### config.mk
export PLATFORM = sky130hd
export DESIGN_NAME = dmem_ctrl
export DESIGN_NICKNAME = d
export VERILOG_FILES = /design/src/rtl/cpu_pkg.sv /design/src/rtl/dmem_ctrl.sv
export SDC_FILE = /design/constraint.sdc
export NUM_CORES = 1
export LEC_CHECK = 0
export CAP_MARGIN = 25
export CORE_MARGIN = 4
export CORE_UTILIZATION = 43
export DETAILED_ROUTE_END_ITERATION = 6
export PLACE_DENSITY = 0.82
export SETUP_SLACK_MARGIN = 0.4
export SLEW_MARGIN = 20
export SYNTH_ARGS = -nofsm -noshare
export SYNTH_HDL_FRONTEND = slang
export SYNTH_SLANG_ARGS = --single-unit
export TNS_END_PERCENT = 5
### constraint.sdc
create_clock -name clk -period 3 [get_ports clk]
set_clock_uncertainty 0.2 [all_clocks]
set_input_delay 0.3 -clock clk [delete_from_list [all_inputs] [get_ports clk]]
set_output_delay 0.3 -clock clk [all_outputs]
set_load 0.05 [all_outputs]
### src/rtl/cpu_pkg.sv
// Shared CPU definitions: datapath widths and the data-memory controller state encoding.
package cpu_pkg;
  localparam int unsigned DATA_W = 16;
  localparam int unsigned ADDR_W = 16;

  typedef enum logic [1:0] {
    IDLE = 2'd0,
    BUSY = 2'd1,
    DONE = 2'd2
  } ctrlState_t;
endpackage

### src/rtl/dmem_ctrl.sv
// Data-memory access controller behind the MEM stage: issues one access at a time over a
// valid/ack handshake, stalls the pipeline while it is in flight and returns load data.
module dmem_ctrl
  import cpu_pkg::*;
#(
  parameter int unsigned TIMEOUT = 64
) (
  input  logic              clk,
  input  logic              rst,
  input  logic              mem_read,
  input  logic              mem_write,
  input  logic [ADDR_W-1:0] addr,
  input  logic [DATA_W-1:0] wdata,
  input  logic              flush,
  output logic              stall,
  output logic [DATA_W-1:0] data_out,
  output logic              mem_req,
  output logic              mem_we,
  output logic [ADDR_W-1:0] mem_addr,
  output logic [DATA_W-1:0] mem_wdata,
  input  logic              mem_ack,
  input  logic [DATA_W-1:0] mem_rdata,
  output logic              err_misalign,
  output logic              err_timeout,
  output logic [15:0]       stall_cycles
);

  localparam int unsigned CNT_W = (TIMEOUT > 1) ? $clog2(TIMEOUT) : 1;
  localparam logic [CNT_W-1:0] CNT_LAST = CNT_W'(TIMEOUT - 1);

  ctrlState_t       state;
  ctrlState_t       nextState;
  logic [CNT_W-1:0] waitCnt;
  logic             req;
  logic             issue;
  logic             misalignHit;
  logic             timeoutHit;

  assign req = (mem_read | mem_write) & ~flush;

  // Next-state decode plus the handshake/stall outputs that must react within the cycle
  always_comb begin
    nextState    = state;
    stall        = 1'b0;
    mem_req      = 1'b0;
    issue        = 1'b0;
    misalignHit  = 1'b0;
    timeoutHit   = 1'b0;
    err_misalign = 1'b0;
    case (state)
      IDLE: begin
        if (req) begin
          if (!addr[0]) begin
            issue     = 1'b1;
            stall     = 1'b1;
            nextState = BUSY;
          end else begin
            misalignHit = 1'b1;
          end
        end
      end
      BUSY: begin
        stall   = 1'b1;
        mem_req = 1'b1;
        if (mem_ack) begin
          nextState = DONE;
        end else if (waitCnt == CNT_LAST) begin
          timeoutHit = 1'b1;
          nextState  = DONE;
        end
      end
      DONE:    nextState = IDLE;
      default: nextState = IDLE;
    endcase
    err_misalign = misalignHit;
    if (rst) begin
      stall        = 1'b0;
      mem_req      = 1'b0;
      err_misalign = 1'b0;
    end
  end

  always_ff @(posedge clk or posedge rst) begin
    if (rst) begin
      state        <= IDLE;
      waitCnt      <= '0;
      mem_addr     <= '0;
      mem_wdata    <= '0;
      mem_we       <= 1'b0;
      data_out     <= '0;
      err_timeout  <= 1'b0;
      stall_cycles <= '0;
    end else begin
      state <= nextState;
      if (issue) begin
        mem_addr  <= addr;
        mem_wdata <= wdata;
        mem_we    <= mem_write;
        waitCnt   <= '0;
      end
      if (state == BUSY) begin
        if (mem_ack) begin
          data_out <= mem_we ? '0 : mem_rdata;
        end else begin
          waitCnt <= waitCnt + CNT_W'(1);
        end
      end
      if (timeoutHit) begin
        err_timeout <= 1'b1;
        data_out    <= '0;
      end
      if (misalignHit) begin
        data_out <= '0;
      end
      // Free-running wrap is intentional: software reads the delta between samples
      if (stall) begin
        stall_cycles <= stall_cycles + 16'd1;
      end
    end
  end

endmodule
Yosys cells after proc, flatten, opt, wreduce, memory -nomap -nowiden

Index checks and enable logic that the tools add are counted.

Register bits: 74
Input bits: 54
Output and inout bits: 69
Word-level logic and storage cells: 50

Add/sub/neg operators: 2
Equality and inequality tests: 5
Multiplexer cells: 27
Bitwise gates (word level): 3
Reductions and logical operators: 5

Operators by type and width:

| operator                                                               | count |
|---|---|
| 16-bit 2-to-1 mux                                                      | 5 |
| 6-bit 2-to-1 mux                                                       | 3 |
| 16-bit by 1-bit adder with 16-bit output (second input constant)       | 1 |
| 1-bit 2-to-1 mux                                                       | 13 |
| 2-bit 2-to-1 mux                                                       | 4 |
| 6-bit by 1-bit adder with 6-bit output (second input constant)         | 1 |
| 6-bit equality test (second input constant)                            | 1 |
| 3-bit nonzero test                                                     | 2 |
| 2-bit inequality test (second input constant)                          | 2 |
| 2-bit one-hot mux with 2 select lines                                  | 1 |
| 3-bit inequality test (second input constant)                          | 1 |
| 3-bit AND reduction                                                    | 1 |
| 2-bit by 1-bit equality test with 1-bit output (second input constant) | 1 |
| 2-bit logical NOT                                                      | 1 |
| 1-bit one-hot mux with 2 select lines                                  | 1 |
| 2-bit AND reduction                                                    | 1 |
| 1-bit bitwise AND                                                      | 1 |
| 1-bit NOT                                                              | 1 |
| 1-bit bitwise OR                                                       | 1 |

Depth between registers and ports, before layout

Gate-level depths: netlist (run 1).

Depth in word-level cells: 7
Mapped depth: 6
Gate-level depth less buffers: 5

Worst setup path after synthesis (run 1)

OpenSTA, ideal clock, no wires.

Kind: register to output
Start: reg state[1]
End: out err_misalign
Arrival: 1.846 ns
Data required time: 2.500 ns
Path slack: 0.654 ns
Cell stages (with the launch flop): 5
Cell sequence: dfrtp_1 -> buf_2 -> nor2_1 -> nand2_1 -> nor3_1

Cells in the longest elaborated chain, start to end: 3

RTL lines:

| item                   | RTL line        | source |
|---|---|---|
| from (decl)            | dmem_ctrl.sv:31 | `ctrlState_t state;` |
| from (signal assigned) | dmem_ctrl.sv:94 | `state <= nextState;` |
| 2-bit logical NOT      | dmem_ctrl.sv:50 | `case (state)` |
| 1-bit 2-to-1 mux       | dmem_ctrl.sv:50 |  |
| 1-bit 2-to-1 mux       | dmem_ctrl.sv:76 | `if (rst) begin` |
| to (decl)              | dmem_ctrl.sv:23 | `output logic err_misalign,` |

No other way between the ends.

Worst setup path in the final report (run 1)

Same ends and word-level chain as after synthesis.

==> impl_metrics.yaml, run 1 <==
run_status:
  outcome: "complete, no violations"
worst_hold_path:
  hp-class: "input port to asynchronous set/reset pin"
logic_synthesis:
  synth_top_family_by_area: "simple AND/OR/NAND/NOR gates"
  synth_flop_cell: "dfrtp_1"
  synthSimpleGateAreaFrac: 0.2330
  synthMuxAreaShare: 0.003686
  yosys.area_share.adder: 0.008190
  ys_seq_area_frac: 0.6061
  synth_top_area_share: 0.6061
  synth_seq_cells: 74
  syn_area_sq_mm: 0.003055
  ys_warn_count: 0
  syn_inst: 290
  synth_edf_count: 0
  synth.net_count: 346
  synth_xor_xnor_area_share: 0.04586
  async_reset_ff_frac: 1.000
  yosys.area.top_type: "dfrtp_1"
  synth_compound_area_frac: 0.07903
  ys_top_cells_by_area: "dfrtp_1 (61%), nand2_1 (13%), a32o_1 (5.2%)"
  avgSynthCellArea_sq_um: 10.54
  synth_cell_type_count: 32
global_route:
  grt_first_pass_wirelength_mm: 12.83
  antenna_found_initial: 0
  grt_max_degree: 54
  grt_remaining_overflow: 0
  grt_pass1_vias: 2740
  grtUsageTotal: 0.1903
place:
  globalplace.congestion: 0.7321
  place_area_sq_mm: 0.004388
  port_buffers: 122
  dp.cells: 500
  hpwlAfterDp_mm: 5.700
clock_network:
  cts_buffers: 9
  clk_pin_slew_ns: 0.08
  cts_sinks: 74
  cts-root-buf: "clkbuf_8"
  htreeDepth: 3
  clkLatencyLatePin_ns: 0.34
  cts_tree: "built"
  holdBufCountCts: 0
  cts_buffer_depth: 2
setup_path:
  path_buf_inv: 1
  r2r-start: "state[1]$_DFFE_PP0P_"
  critical-path-top-delay-family: "simple AND/OR/NAND/NOR gates"
  critPathMaxFanout: 9
  cpPeakStageDelay_ns: 0.52
  worstSetupStartpoint: "state[1]$_DFFE_PP0P_"
  worst-endpoint-arrival_ns: 1.77
  crit_slowest_cell: "dfrtp_1"
  crit_type: "register to primary output"
  cp_cell_sequence: "nor2_1 -> nand2_1 -> nor3_1 -> buf_4"
  crit_required_ns: 2.50
  crit_path_end_kind: "primary output"
  cp-start-kind: "register"
pwr:
  power.leakage_nw: 2.096
  powerDensity_mw_per_mm2: 779.0
  vdd_drop_max_mv: 0.4647
drt:
  via_per_inst: 4.994
  drc_errors: 0
  drt_iter0_markers: 99
  wire_per_inst_um: 15.12
  ant_nets: 0
  firstDrtPassIters: 4
  vias: 2577
  wl_mm: 7.803
layout:
  antenna_cells: 0
  drive_gt1_frac: 0.07619
  final_area_sq_mm: 0.004586
  synthToLayoutAreaGrowth_pct: 50.08
  nets: 471
  layout.cells.non_filler: 516
  fillers: 568
  final_util: 0.6712
die:
  die_area_sq_mm: 0.008518
  pin_count: 123
  rows: 30
  initial_core_util: 0.4473
  chipHeight_um: 92.30
  die_x_um: 92.30
  core-area_sq_mm: 0.006832
timing:
  setup_viol: 0
  tns_ns: 0
  worst_pin_slew_ns: 0.6544
  max_clock_freq_ghz: 0.4408
  fin_crit_sh: 0.7562
  rsz0062_at_grt: "no"
  maxSlewViolCount: 0
  slew_headroom: 0.5628
  hold_viol_final: 0
  whs_ns: 0.2686
  min_period_ns: 2.269
job:
  drv_cap: 0
## where the power goes
part	internal (mW)	switching, mW
registers	1.20	0.161
logic	0.506	0.949
clock network	0.386	0.374
total	2.09	1.48
## kinds of logic after synthesis
| family | Yosys count |
|---|---|
| simple gates | 155 |
| mux | 1 |
| buf+inv | 16 |
| fa+ha+maj | 2 |
| flops | 74 |
| compound gates | 26 |
| xor+xnor | 16 |
## flip-flops by register name (all words and copies together) (netlist names)
name,cells
data_out,16
mem_we,1
state,2
stall_cycles,16
mem_addr,16
mem_wdata,16
err_timeout,1
waitCnt,6
## stage by stage
stage               setup slack [ns]  power [mW]
floorplan                     0.6184       2.272
global placement              0.5583       2.810
detailed placement            0.5231       2.839
CTS                           0.4023       3.611
global route                  0.6443       3.743
finish                        0.7314       3.572
## cells in the final DEF (no fill, tap or decap), drive strengths merged, types with 3 or more instances in the layout
cell type and instances:
nor2 6, dfrtp 74, xnor2 9, o21ai 3, inv 3, and3 4, clkinv 3, clkdlybuf4s50 119
nand4 7, a32o 16, buf 7, o21bai 3, nor3 6, nand2 107, clkbuf 10, nand3 13
xor2 7
## final timing paths
kind | endpoint | slack [ns] | depth (start not counted)
setup / recovery | err_misalign | 0.73 | 4
hold reg to reg | mem_wdata[2]$_DFFE_PP0P_ | 0.28 | 2
hold / removal | stall_cycles[0]$_DFFE_PP0P_ | 0.27 | 2
max in group asynchronous | waitCnt[1]$_DFF_PP0_ | 1.69 | 3
min in group clk | mem_wdata[2]$_DFFE_PP0P_ | 0.28 | 2
setup reg to reg | waitCnt[0]$_DFF_PP0_ | 0.90 | 4
## worst register-to-register path, cell delays in order, from the launching register on
cell     delay [ns]
dfrtp_1        0.52
or4_1          0.80
buf_4          0.30
nand3_1        0.09
o21ai_0        0.08
## cells in the mapped netlist, types with 3 or more instances
library cell	count
nor3_1	4
xnor2_1	9
o21ai_0	3
nand3_1	13
a32o_1	16
inv_1	3
buf_2	5
clkbuf_1	7
nor2_1	6
dfrtp_1	74
nand2_1	107
and3_1	4
xor2_1	7
nand4_1	7
## cell type report
| cell class | count | area (sq um) | share of cell area |
|---|---|---|---|
| flip-flops and latches | 74 | 1852 | 0.4038 |
| repair buffers | 127 | 1269 | 0.2767 |
| multi-input cells | 200 | 1139 | 0.2483 |
| clock buffers | 10 | 127.6 | 0.02783 |
| well taps | 96 | 120.1 | 0.02619 |
| clock inverters | 6 | 67.56 | 0.01473 |
| inverters | 3 | 11.26 | 0.002456 |
## routing by layer
layer  GRT usage  wire length [um]  up-vias
met1      0.2317              3227     1241
met4     0.07921               122        0
met3     0.04712               484       13
met2      0.3230              3967       88
met5           0                 0        -
li1            -                 -     1235
## timing repair
action / 4_1_cts / 5_1_grt
endpoints found under the setup margin: 0 / 1
buffers inserted: 0 / 0
resized for setup: 0 / 1
Power figures use the tool's default switching activity.
==> inputs of run 2 (changes only) <==
==> constraint.sdc (replaced) <==
create_clock -name clk -period 2.2 [get_ports clk]
set_clock_uncertainty 0.2 [all_clocks]
set_input_delay 0.22 -clock clk [delete_from_list [all_inputs] [get_ports clk]]
set_output_delay 0.22 -clock clk [all_outputs]
set_load 0.05 [all_outputs]
==> impl_metrics.yaml, run 2 (synthesized netlist as in run 1, its figures left out) <==
drt:
  route.met3.wl_um: 454
  wl_mm: 7.940
  drc_errors: 0
  routed-wl-met2_mm: 4.030
  top_layer_used: "met4"
  firstDrtPassIters: 4
  via_per_inst: 4.895
  ant_nets: 0
  vias: 2614
  met1Wirelength_mm: 3.342
  drt_iter0_markers: 107
  wire_per_inst_um: 14.87
die:
  rows: 30
  chipHeight_um: 92.30
  pin_count: 123
  initial_core_util: 0.4473
  die_area_sq_mm: 0.008518
  die_x_um: 92.30
  core-area_sq_mm: 0.006832
setup_path:
  crit_slowest_cell: "clkdlybuf4s50_1"
  cp-start-kind: "register"
  path_buf_inv: 1
  critPathMaxFanout: 5
  crit_type: "register to primary output"
  critical-path-top-delay-family: "buffers and inverters"
  crit_required_ns: 1.78
  worst-endpoint-arrival_ns: 1.61
  cp_cell_sequence: "clkdlybuf4s50_1"
  crit_path_end_kind: "primary output"
  cpPeakStageDelay_ns: 0.84
global_route:
  grtUsageTotal: 0.1957
  grt_remaining_overflow: 0
  grt_first_pass_wirelength_mm: 13.19
  antenna_found_initial: 1
  grt_pass1_vias: 2741
  grt_max_degree: 40
layout:
  final_util: 0.7075
  nets: 488
  most-common-layout-cells: "clkdlybuf4s50_1 (108), nand2_1 (107), dfrtp_1 (68)"
  synthToLayoutAreaGrowth_pct: 58.19
  final_common_cell: "clkdlybuf4s50_1"
  drive_gt1_frac: 0.1350
place:
  port_buffers: 122
  pre_cts_ws_ns: 0.01298
  hpwlAfterDp_mm: 5.755
  globalplace.congestion: 0.7912
timing:
  rsz0062_at_grt: "yes"
  fin_ws_ns: 0.1709
  fin_crit_sh: 0.9223
  min_period_ns: 2.029
  slew_headroom: 0.6417
  worst_pin_slew_ns: 0.5357
  max_clock_freq_ghz: 0.4928
  hold_viol_final: 0
  setup_viol: 0
  maxSlewViolCount: 0
pwr:
  vdd_drop_max_mv: 0.6227
  switching_share: 0.3995
  powerDensity_mw_per_mm2: 1049
  clockPowerShare: 0.229
  p_comb_frac: 0.406
  power_frac_seq: 0.365
  p_int_mw: 3.045
  p_sw_mw: 2.026
  power.leakage_nw: 2.290
clock_network:
  clkLatencyLatePin_ns: 0.34
  htreeDepth: 3
  cts_sinks: 74
  cts_buffers: 9
  cts_buffer_depth: 2
  cts-root-buf: "clkbuf_8"
  holdBufCountCts: 0
  clk_pin_slew_ns: 0.07
  cts_tree: "built"
worst_hold_path:
  hp-class: "input port to register"
job:
  drv_cap: 0
run_status:
  outcome: "complete, no violations"
[run 2: changes by cell type in the layout (fill, tap and decap cells not counted), sizes merged]
cell	delta
buf	+18
bufinv	+1
clkbuf	+1
clkdlybuf4s50	-11
clkinv	-1
diode	+1
dlygate4sd2	+5
dlymetal6s2s	+5
inv	-1
[run 2: power groups by stage]
stage	sequential, mW	clock, mW	combinational, mW
detailed placement	1.86	0	2.03
global placement	1.86	0	2.00
global route	1.90	1.25	2.18
finish	1.85	1.16	2.06
CTS	1.84	1.18	2.02
floorplan	2.73	0	0.372
[run 2: layout make-up]
cell class,count,area (sq um)
multi-input combinational,200,1185
clock inverter,5,77.57
inverter,3,15.01
tap,96,120.1
fill,529,1998
timing repair buffer,144,1433
sequential,74,1859
antenna,1,2.502
clock buffer,11,141.4
[run 2: per-layer routing]
metal	global-route usage	vias to the layer above
li1	-	1270
met1	0.2432	1257
met2	0.3266	76
met3	0.05199	11
met4	0.07550	0
met5	0	-
[run 2: metrics by stage]
| step | std cells | cell area [sq um] | setup TNS (ns) | power, mW | hold WS [ns] |
|---|---|---|---|---|---|
| 2_1_floorplan | 290 | 3059 | -0.06612 | 3.099 | 0.1254 |
| 5_1_grt | 534 | 4833 | 0 | 5.333 | 0.1217 |
| 6_report | 534 | 4833 | 0 | 5.071 | 0.1003 |
| 3_5_place_dp | 513 | 4512 | 0 | 3.893 | 0.2610 |
| 3_3_place_gp | 513 | 4512 | 0 | 3.859 | 0.2582 |
| 4_1_cts | 529 | 4725 | 0 | 5.042 | 0.09348 |
[run 2: path summary, 6_finish.rpt]
kind	startpoint	end	slack, ns	depth (start not counted)
max in group asynchronous	rst	state[1]$_DFFE_PP0P_	1.12	4
min in group asynchronous	rst	stall_cycles[1]$_DFFE_PP0P_	0.31	4
hold reg to reg	stall_cycles[15]$_DFFE_PP0P_	stall_cycles[15]$_DFFE_PP0P_	0.27	1
hold / removal	mem_write	mem_we$_DFFE_PP0P_	0.10	3
setup / recovery	stall_cycles[3]$_DFFE_PP0P_	stall_cycles[3]	0.17	1
setup reg to reg	state[1]$_DFFE_PP0P_	waitCnt[4]$_DFF_PP0_	0.38	4
[run 2: timing repair]
action | 4_1_cts | 5_1_grt
gates resized for setup | 5 | 22
setup endpoints to repair | 102 | 125
buffers inserted | 0 | 4
pin swaps | 0 | 4
==> inputs of run 3 (changes only) <==
--- a/config.mk
+++ b/config.mk
@@ -9,7 +9,7 @@
 export CORE_MARGIN = 4
 export CORE_UTILIZATION = 43
 export DETAILED_ROUTE_END_ITERATION = 6
-export PLACE_DENSITY = 0.82
+export PLACE_DENSITY_LB_ADDON = 0.3
 export SETUP_SLACK_MARGIN = 0.4
 export SLEW_MARGIN = 20
 export SYNTH_ARGS = -nofsm -noshare
==> impl_metrics.yaml, run 3 (synthesized netlist as in run 1, its figures left out) <==
pwr:
  switching_share: 0.3804
  p_sw_mw: 2.044
  power_frac_seq: 0.343
  p_comb_frac: 0.378
  p_int_mw: 3.329
  power.leakage_nw: 2.298
  vdd_drop_max_mv: 0.6395
  power_mw: 5.372
  powerDensity_mw_per_mm2: 1103
  clockPowerShare: 0.279
setup_path:
  crit_path_end_kind: "primary output"
  cp_cell_sequence: "clkdlybuf4s50_1"
  path_buf_inv: 1
  critPathMaxFanout: 4
  crit_type: "register to primary output"
  crit_slowest_cell: "clkdlybuf4s50_1"
  cpPeakStageDelay_ns: 0.83
  crit_required_ns: 1.78
  worst-endpoint-arrival_ns: 1.59
  critical-path-top-delay-family: "buffers and inverters"
  cp-start-kind: "register"
clock_network:
  cts_buffers: 9
  clk_pin_slew_ns: 0.08
  clkLatencyLatePin_ns: 0.34
  cts_buffer_depth: 2
  cts_sinks: 74
  cts_tree: "built"
  htreeDepth: 3
  holdBufCountCts: 0
  cts-root-buf: "clkbuf_8"
global_route:
  grt_remaining_overflow: 0
  antenna_found_initial: 1
  grtUsageTotal: 0.2009
  grt_first_pass_wirelength_mm: 13.45
  grt_max_degree: 45
  grt_pass1_vias: 2727
layout:
  drive_gt1_frac: 0.1195
  nets: 486
  final_common_cell: "clkdlybuf4s50_1"
  most-common-layout-cells: "clkdlybuf4s50_1 (108), nand2_1 (107), dfrtp_1 (72)"
  synthToLayoutAreaGrowth_pct: 59.46
  multi_input_area_sq_mm: 0.001156
  fillers: 531
  final_util: 0.7132
  seqCellArea_sq_mm: 0.001854
drt:
  drc_errors: 0
  wl_mm: 8.119
  via_per_inst: 4.987
  ant_nets: 0
  wire_per_inst_um: 15.26
  firstDrtPassIters: 5
  vias: 2653
  drt_iter0_markers: 133
run_status:
  outcome: "complete, no violations"
place:
  hpwlAfterDp_mm: 5.854
  pre_cts_ws_ns: 0.04089
  port_buffers: 122
  globalplace.congestion: 0.8146
timing:
  max_clock_freq_ghz: 0.4971
  rsz0062_at_grt: "yes"
  min_period_ns: 2.012
  fin_crit_sh: 0.9145
  hold_viol_final: 0
  maxSlewViolCount: 0
  worst_pin_slew_ns: 0.5538
  setup_viol: 0
  fin_ws_ns: 0.1882
  slew_headroom: 0.6296
die:
  core-area_sq_mm: 0.006832
  initial_core_util: 0.4473
  die_x_um: 92.30
  rows: 30
  chipHeight_um: 92.30
  pin_count: 123
  die_area_sq_mm: 0.008518
job:
  drv_cap: 0
worst_hold_path:
  hp-class: "input port to register"
[run 3: per-layer routing]
metal,GRT usage,vias to the layer above,wire (um),share of wire
li1,-,1267,-,-
met1,0.2398,1279,3295,0.41
met2,0.3285,92,4036,0.50
met3,0.06418,15,588,0.072
met4,0.09777,0,198,0.024
met5,0,-,0,0
[run 3: final timing paths]
check                      slack [ns]                    startpoint  depth (start not counted)                           end
setup / recovery                 0.19  stall_cycles[11]$_DFFE_PP0P_                          1              stall_cycles[11]
setup reg to reg                 0.29   stall_cycles[0]$_DFFE_PP0P_                          5  stall_cycles[10]$_DFFE_PP0P_
hold reg to reg                  0.27  stall_cycles[15]$_DFFE_PP0P_                          1  stall_cycles[15]$_DFFE_PP0P_
hold / removal                   0.12                     mem_write                          3            mem_we$_DFFE_PP0P_
max in group asynchronous        1.23                           rst                          4       mem_addr[6]$_DFFE_PP0P_
min in group asynchronous        0.22                           rst                          4          waitCnt[2]$_DFF_PP0_
[run 3: through the flow]
step	instance area [sq um]	setup TNS, ns	instances	hold slack, ns
after detailed placement	4509	0	511	0.2631
after global placement	4509	0	511	0.2560
after floorplan	3059	-0.06612	290	0.1254
after global routing	4872	0	532	0.1204
final	4872	0	532	0.1173
after CTS	4805	0	527	0.1058
[run 3: what timing repair did]
item	4_1_cts	5_1_grt
buffers inserted	0	4
setup endpoints to repair	87	128
pin swaps	0	1
gates resized for setup	7	12
[run 3: layout make-up]
class / instances / area share
repair buffers: 142 / 0.2946
flip-flops and latches: 74 / 0.3806
clock inverters: 7 / 0.03390
clock buffers: 9 / 0.02542
diodes: 1 / 0.0005136
well taps: 96 / 0.02465
inverters: 3 / 0.003082
multi-input cells: 200 / 0.2373
[run 3: worst register-to-register path, stage by stage (launching register included)]
cell,delay (ns)
dfrtp_1,0.44
ha_1,0.22
nand2_1,0.06
or4_1,0.52
nor3_1,0.23
xor2_1,0.17
[run 3: power groups by stage]
stage	sequential (mW)	clock, mW	combinational, mW
6_report	1.85	1.50	2.03
5_1_grt	1.89	1.59	2.14
4_1_cts	1.85	1.52	2.04
3_5_place_dp	1.87	0	2.04
3_3_place_gp	1.85	0	2.01
2_1_floorplan	2.73	0	0.372
